### src/rtl/xor_pkg.sv
// Shared types and helpers for the XOR parity gate family.
package xor_pkg;

  typedef enum logic {
    IDLE  = 1'b0,
    ACCUM = 1'b1
  } state_e;

  localparam logic MODE_GEN = 1'b0;
  localparam logic MODE_CHK = 1'b1;

  // Counter must hold FRAME_LEN+1 (check-mode frame length) without wrapping.
  function automatic int unsigned cnt_width(input int unsigned frame_len);
    return $clog2(frame_len + 2);
  endfunction

endpackage

### src/rtl/xor_reduce.sv
// Parametrised reduction XOR; combinational, reusable across the gate library.
module xor_reduce #(
  parameter int unsigned WIDTH = 8
) (
  input  logic [WIDTH-1:0] i_data,
  output logic             o_red_c
);

  // Single-bit XOR of every input bit.
  always_comb begin
    o_red_c = ^i_data;
  end

endmodule

### src/rtl/xor_frame_parity.sv
// Streaming frame column-parity generator/checker, one word per cycle.
module xor_frame_parity
  import xor_pkg::*;
#(
  parameter int unsigned WIDTH     = 8,
  parameter int unsigned FRAME_LEN = 4,
  parameter int unsigned ODD       = 0
) (
  input  logic             clk,
  input  logic             rst,
  input  logic             in_valid,
  input  logic [WIDTH-1:0] in_data,
  input  logic             in_check,
  input  logic             flush,
  output logic             out_valid,
  output logic [WIDTH-1:0] out_parity,
  output logic             out_bit,
  output logic             out_err,
  output logic             busy
);

  localparam int unsigned   CW      = cnt_width(FRAME_LEN);
  localparam logic [CW-1:0] GEN_LEN = CW'(FRAME_LEN);
  localparam logic [CW-1:0] CHK_LEN = CW'(FRAME_LEN + 1);

  state_e           r_state, w_state_nxt;
  logic [WIDTH-1:0] r_acc, w_acc_nxt;
  logic [CW-1:0]    r_cnt, w_cnt_nxt;
  logic             r_mode, w_mode_nxt;
  logic             r_out_valid, w_out_valid_nxt;
  logic [WIDTH-1:0] r_out_parity, w_out_parity_nxt;
  logic             r_out_bit, w_out_bit_nxt;
  logic             r_out_err, w_out_err_nxt;

  // Values the frame would take if the current word is accepted.
  logic [WIDTH-1:0] w_word_acc;
  logic             w_word_mode;
  logic [CW-1:0]    w_word_cnt;
  logic             w_last;
  logic             w_red;

  // First word seeds the frame; later words fold into the accumulator.
  always_comb begin
    w_word_acc  = r_acc ^ in_data;
    w_word_mode = r_mode;
    w_word_cnt  = r_cnt + CW'(1);
    if (r_state == IDLE) begin
      w_word_acc  = in_data;
      w_word_mode = in_check;
      w_word_cnt  = CW'(1);
    end
    w_last = (w_word_cnt == ((w_word_mode == MODE_CHK) ? CHK_LEN : GEN_LEN));
  end

  xor_reduce #(
    .WIDTH (WIDTH)
  ) u_reduce (
    .i_data  (w_word_acc),
    .o_red_c (w_red)
  );

  // Next-state and result logic; flush beats a simultaneous word.
  always_comb begin
    w_state_nxt      = r_state;
    w_acc_nxt        = r_acc;
    w_cnt_nxt        = r_cnt;
    w_mode_nxt       = r_mode;
    w_out_valid_nxt  = 1'b0;
    w_out_parity_nxt = r_out_parity;
    w_out_bit_nxt    = r_out_bit;
    w_out_err_nxt    = r_out_err;

    if (flush) begin
      w_state_nxt = IDLE;
      w_acc_nxt   = '0;
      w_cnt_nxt   = '0;
    end else if (in_valid) begin
      w_acc_nxt  = w_word_acc;
      w_mode_nxt = w_word_mode;
      if (w_last) begin
        w_state_nxt      = IDLE;
        w_cnt_nxt        = '0;
        w_out_valid_nxt  = 1'b1;
        w_out_parity_nxt = w_word_acc;
        w_out_bit_nxt    = w_red ^ 1'(ODD);
        w_out_err_nxt    = w_word_mode & (|w_word_acc);
      end else begin
        w_state_nxt = ACCUM;
        w_cnt_nxt   = w_word_cnt;
      end
    end
  end

  // State and result registers, cleared asynchronously.
  always_ff @(posedge clk or posedge rst) begin
    if (rst) begin
      r_state      <= IDLE;
      r_acc        <= '0;
      r_cnt        <= '0;
      r_mode       <= MODE_GEN;
      r_out_valid  <= 1'b0;
      r_out_parity <= '0;
      r_out_bit    <= 1'b0;
      r_out_err    <= 1'b0;
    end else begin
      r_state      <= w_state_nxt;
      r_acc        <= w_acc_nxt;
      r_cnt        <= w_cnt_nxt;
      r_mode       <= w_mode_nxt;
      r_out_valid  <= w_out_valid_nxt;
      r_out_parity <= w_out_parity_nxt;
      r_out_bit    <= w_out_bit_nxt;
      r_out_err    <= w_out_err_nxt;
    end
  end

  assign out_valid  = r_out_valid;
  assign out_parity = r_out_parity;
  assign out_bit    = r_out_bit;
  assign out_err    = r_out_err;
  assign busy       = (r_cnt != '0);

endmodule

### config.mk
export PLATFORM = sky130hd
export DESIGN_NAME = xor_frame_parity
export DESIGN_NICKNAME = d
export VERILOG_FILES = /design/src/rtl/xor_pkg.sv /design/src/rtl/xor_reduce.sv /design/src/rtl/xor_frame_parity.sv
export SDC_FILE = /design/constraint.sdc
export NUM_CORES = 1
export LEC_CHECK = 0
export BUFFER_PORTS_ARGS = -buffer_cell sky130_fd_sc_hd__buf_2
export CORE_UTILIZATION = 55
export CTS_CLUSTER_SIZE = 16
export DETAILED_ROUTE_END_ITERATION = 8
export PLACE_DENSITY = 0.78
export SLEW_MARGIN = 0
export SYNTH_ARGS = -nofsm -noshare
export SYNTH_HDL_FRONTEND = slang
export SYNTH_SLANG_ARGS = --single-unit
### constraint.sdc
create_clock -name clk -period 2.7 [get_ports clk]
set_clock_uncertainty 0.05 [all_clocks]
set_input_delay 0.675 -clock clk [delete_from_list [all_inputs] [get_ports clk]]
set_output_delay 0.675 -clock clk [all_outputs]
set_load 0.005 [all_outputs]
==> results.md <==
* Post-synth cell types at 32
* Class of the worst hold path: primary input to async pin
* Post-detailed-route count of antenna-violating nets at 0
* Setup TNS at 0 ns
* Buffer cell driving the clock tree root: sky130_fd_sc_hd__clkbuf_4
* Resized cells post-CTS at 0
* Part of the total power dissipated in combinational logic at 0.205
* Routed WL at 2910 um
* Fin. max-slew vios at 0
* Transition time at the pin with the least slew margin at 0.4330 ns
* Filler Cells Inserted at 225
* Largest net degree at the start of global routing at 27
* Total clock buffers created by CTS at 3
* Synth-to-layout area growth at 9.677%
* Total global routing track utilization at 0.2234
* Netlist area before placement at 0.001513 mm^2
* Number of synthesized flops with an enable pin at 0
* Final global-route overflow total at 0
* Height of the chip at roughly 54 um
* Number of buffer cells added on primary ports at 24
* Cell type with the highest aggregate area in the netlist: sky130_fd_sc_hd__dfrtp_1
* Initial antenna violation count at 0
* Final number of hold-violating endpoints at 0
* Highest clock frequency the design can meet at 0.4830 GHz
* LEAKAGE at about 0.77 nW
* Clock Power Share at 0.318
* Worst Setup Path Type: flip-flop to flip-flop
* Share of layout cells above drive strength 1 at 0.2000
* Skew-Pair Late Insertion Delay at between 0.3 and 0.4 ns
* Worst voltage drop across the vdd grid at 0.3220 mV
* Total power per unit cell area at ~500 mW/mm^2
* Diodes inserted at 0
* Instance count on the critical path at 7
* Reg2Reg Depth at 7
* Number of buffer and inverter instances along the worst setup path at 2
* Worst path slowest cell: sky130_fd_sc_hd__dfrtp_1
* Req. time, crit path at 2.90 ns
* Reported net switching power at about 220 uW
* Via count of the first global-routing pass at 1019
* Cell count after synthesis at ~160
* Final setup violation count at 0
* Initial standard-cell utilization of the core at 0.5944
* Cells traversed along the worst timing path: inv_1 > ha_1 > nor4b_1 > and3b_1 > buf_4 > nor2_1 > a21oi_1
* Last weighted congestion value of the routability-driven placer at 0.7922
* Number of vias per cell after detailed routing at 5.638
* Floorplan die area at between 0.002 and 0.003 mm^2
* Number of I/O pins at 25
* Startpoint type of the worst setup path: flip-flop
* First-pass GRT wire length at approximately 4700 um
* Post-synth ARST share at 1.000
* Most frequent cells in the layout: 24 x sky130_fd_sc_hd__buf_2, 24 x sky130_fd_sc_hd__dfrtp_1, 21 x sky130_fd_sc_hd__nor2_1, 13 x sky130_fd_sc_hd__nand2_1, 12 x sky130_fd_sc_hd__o21ai_0
* Largest buffer count on any clock path at 2
* Syn nets at 178
* Post-synthesis area per instance at approximately 9.3 um^2
* Total number of vias at 1184
* Post-CTS setup buffer count at 0
* WL/cell at 13.86 um
* Setup repair after global routing missed its margin: false
* Hpwl dp at 2073 um
* Main area contributors after synthesis: sky130_fd_sc_hd__dfrtp_1 40%, sky130_fd_sc_hd__xnor2_1 6.4%, sky130_fd_sc_hd__nor2_1 5.2%
* Cell area after placement at 0.001607 mm^2
* NumNets Final at 196
* Sequential group share of total power at 0.477
* FP Rows at 18
* Fraction of the yosys area taken by sequential cells at 0.3970
* Number of buffers inserted for hold repair after clock tree synthesis at 0
* MaxCap Viol Count at 0
* Worst Path Arrival at about 2.3 ns
* Internal Power at 612.7 uW
* Commonest register cell after synthesis: sky130_fd_sc_hd__dfrtp_1
* Number of synthesized register bits at 24
* Crit share post-route at 0.7668
* H-tree depth reported by CTS at 1
* Top fanout value on the critical path at 19
* DR DRC count at 0
* Run status: finished, final reports clean
* Crit path max-delay family: simple AND/OR/NAND/NOR gates
* Capturing element type of the critical path: flip-flop
* Number of warnings reported in the yosys synthesis log at 0
* Placeable core region at approximately 0.0025 mm^2
* Final critical-path required period at 2.070 ns
* Fraction of synthesized cell area taken by the top area cell type at 0.3970
* Sw Share at 0.2620
* Post-Layout Inst Area at 0.001659 mm^2
* Longest individual stage delay on the worst path at 0.46 ns
* DR pass1 iterations at 5
* Count of routing violations after the opening detailed-route iteration at 15
* Number of clock sinks seen by CTS at 24
* Worst slew margin at 0.7114
* CTS tree: built
* Horizontal extent of the die at 54.45 um
* Clock transition at the register clock pins on the worst setup and hold paths after CTS at 0.14 ns
-- routing by layer --
layer	vias to the layer above	GRT usage	share of wire
li1	593	-	-
met1	542	0.3108	0.47
met2	45	0.3252	0.46
met3	4	0.04444	0.056
met4	0	0.1154	0.0086
met5	-	0	0
-- logic make-up (layout without fill, tap and decap cells) --
family,Yosys count,count (layout),synth area share
and+or+nand+nor,49,49,0.1572
AOI/OAI and AO/OA,41,41,0.1687
xor gates and xnor gates,24,24,0.1671
DFF,24,24,0.3970
buffers and inverters,21,38,0.07692
adders and majority gates,2,2,0.01654
muxes,2,2,0.01654
-- worst register-to-register path, stage by stage (launching register included) --
cell and delay, ns:
sky130_fd_sc_hd__dfrtp_1 0.46, sky130_fd_sc_hd__inv_1 0.08, sky130_fd_sc_hd__ha_1 0.33, sky130_fd_sc_hd__nor4b_1 0.37
sky130_fd_sc_hd__and3b_1 0.29, sky130_fd_sc_hd__buf_4 0.24, sky130_fd_sc_hd__nor2_1 0.06, sky130_fd_sc_hd__a21oi_1 0.11
-- power by group through the flow --
stage / clock [mW] / combinational, mW / sequential [mW]
CTS: 0.271 / 0.172 / 0.396
detailed placement: 0 / 0.171 / 0.403
finish: 0.264 / 0.171 / 0.396
global placement: 0 / 0.164 / 0.402
global route: 0.284 / 0.189 / 0.399
floorplan: 0 / 0.139 / 0.396
-- final cells by class --
| cell class | count | area [um^2] | share of cell area |
|---|---|---|---|
| clock inverters | 1 | 30.03 | 0.01810 |
| inverters | 6 | 22.52 | 0.01357 |
| repair buffers | 28 | 150.1 | 0.09050 |
| clock buffers | 3 | 22.52 | 0.01357 |
| well taps | 30 | 37.54 | 0.02262 |
| multi-input cells | 118 | 795.8 | 0.4796 |
| flip-flops and latches | 24 | 600.6 | 0.3620 |
-- metrics by stage --
step | std cells | utilization | worst slack, ns | power [mW] | hold slack [ns]
global route | 210 | 0.6519 | 0.3919 | 0.8721 | 0.3459
finish | 210 | 0.6519 | 0.6297 | 0.8301 | 0.3113
detailed placement | 206 | 0.6313 | 0.5098 | 0.5731 | 0.4614
CTS | 210 | 0.6519 | 0.6209 | 0.8387 | 0.3214
floorplan | 163 | - | 0.6376 | 0.5359 | 0.4376
global placement | 206 | 0.6313 | 0.5712 | 0.5661 | 0.4498
-- cells in the mapped netlist, types with 2 or more instances --
master / instances
sky130_fd_sc_hd__buf_4: 3
sky130_fd_sc_hd__a32oi_1: 7
sky130_fd_sc_hd__ha_1: 2
sky130_fd_sc_hd__clkbuf_1: 6
sky130_fd_sc_hd__xnor2_1: 11
sky130_fd_sc_hd__xor2_1: 9
sky130_fd_sc_hd__a211oi_1: 2
sky130_fd_sc_hd__o21ai_0: 12
sky130_fd_sc_hd__inv_1: 6
sky130_fd_sc_hd__a21oi_1: 11
sky130_fd_sc_hd__buf_6: 3
sky130_fd_sc_hd__xnor2_2: 2
sky130_fd_sc_hd__nand2b_1: 4
sky130_fd_sc_hd__xnor3_1: 2
sky130_fd_sc_hd__o22ai_1: 3
sky130_fd_sc_hd__dfrtp_1: 24
sky130_fd_sc_hd__a2bb2oi_1: 3
sky130_fd_sc_hd__a31oi_1: 3
sky130_fd_sc_hd__nor4bb_1: 3
sky130_fd_sc_hd__buf_2: 3
sky130_fd_sc_hd__nand2_1: 13
sky130_fd_sc_hd__nor2_1: 21
-- flip-flops by register name, indices dropped and copies added (netlist names) --
register / count
out_parity: 8
r_acc: 8
r_cnt: 3
out_bit: 1
out_err: 1
out_valid: 1
r_mode: 1
r_state: 1
-- worst paths after layout --
path / startpoint / slack (ns) / endpoint
worst min register to register: out_parity[1]$_DFFE_PP0P_ / 0.49 / out_parity[1]$_DFFE_PP0P_
max in group asynchronous: rst / 2.04 / r_acc[5]$_DFFE_PP0P_
worst max register to register: r_cnt[0]$_DFFE_PP0P_ / 0.63 / out_parity[5]$_DFFE_PP0P_
worst max-delay path: r_cnt[0]$_DFFE_PP0P_ / 0.63 / out_parity[5]$_DFFE_PP0P_
worst min-delay path: rst / 0.31 / r_mode$_DFFE_PP0N_
min in group clk: out_parity[1]$_DFFE_PP0P_ / 0.49 / out_parity[1]$_DFFE_PP0P_
Note: power is estimated with default switching activity, not from simulation.
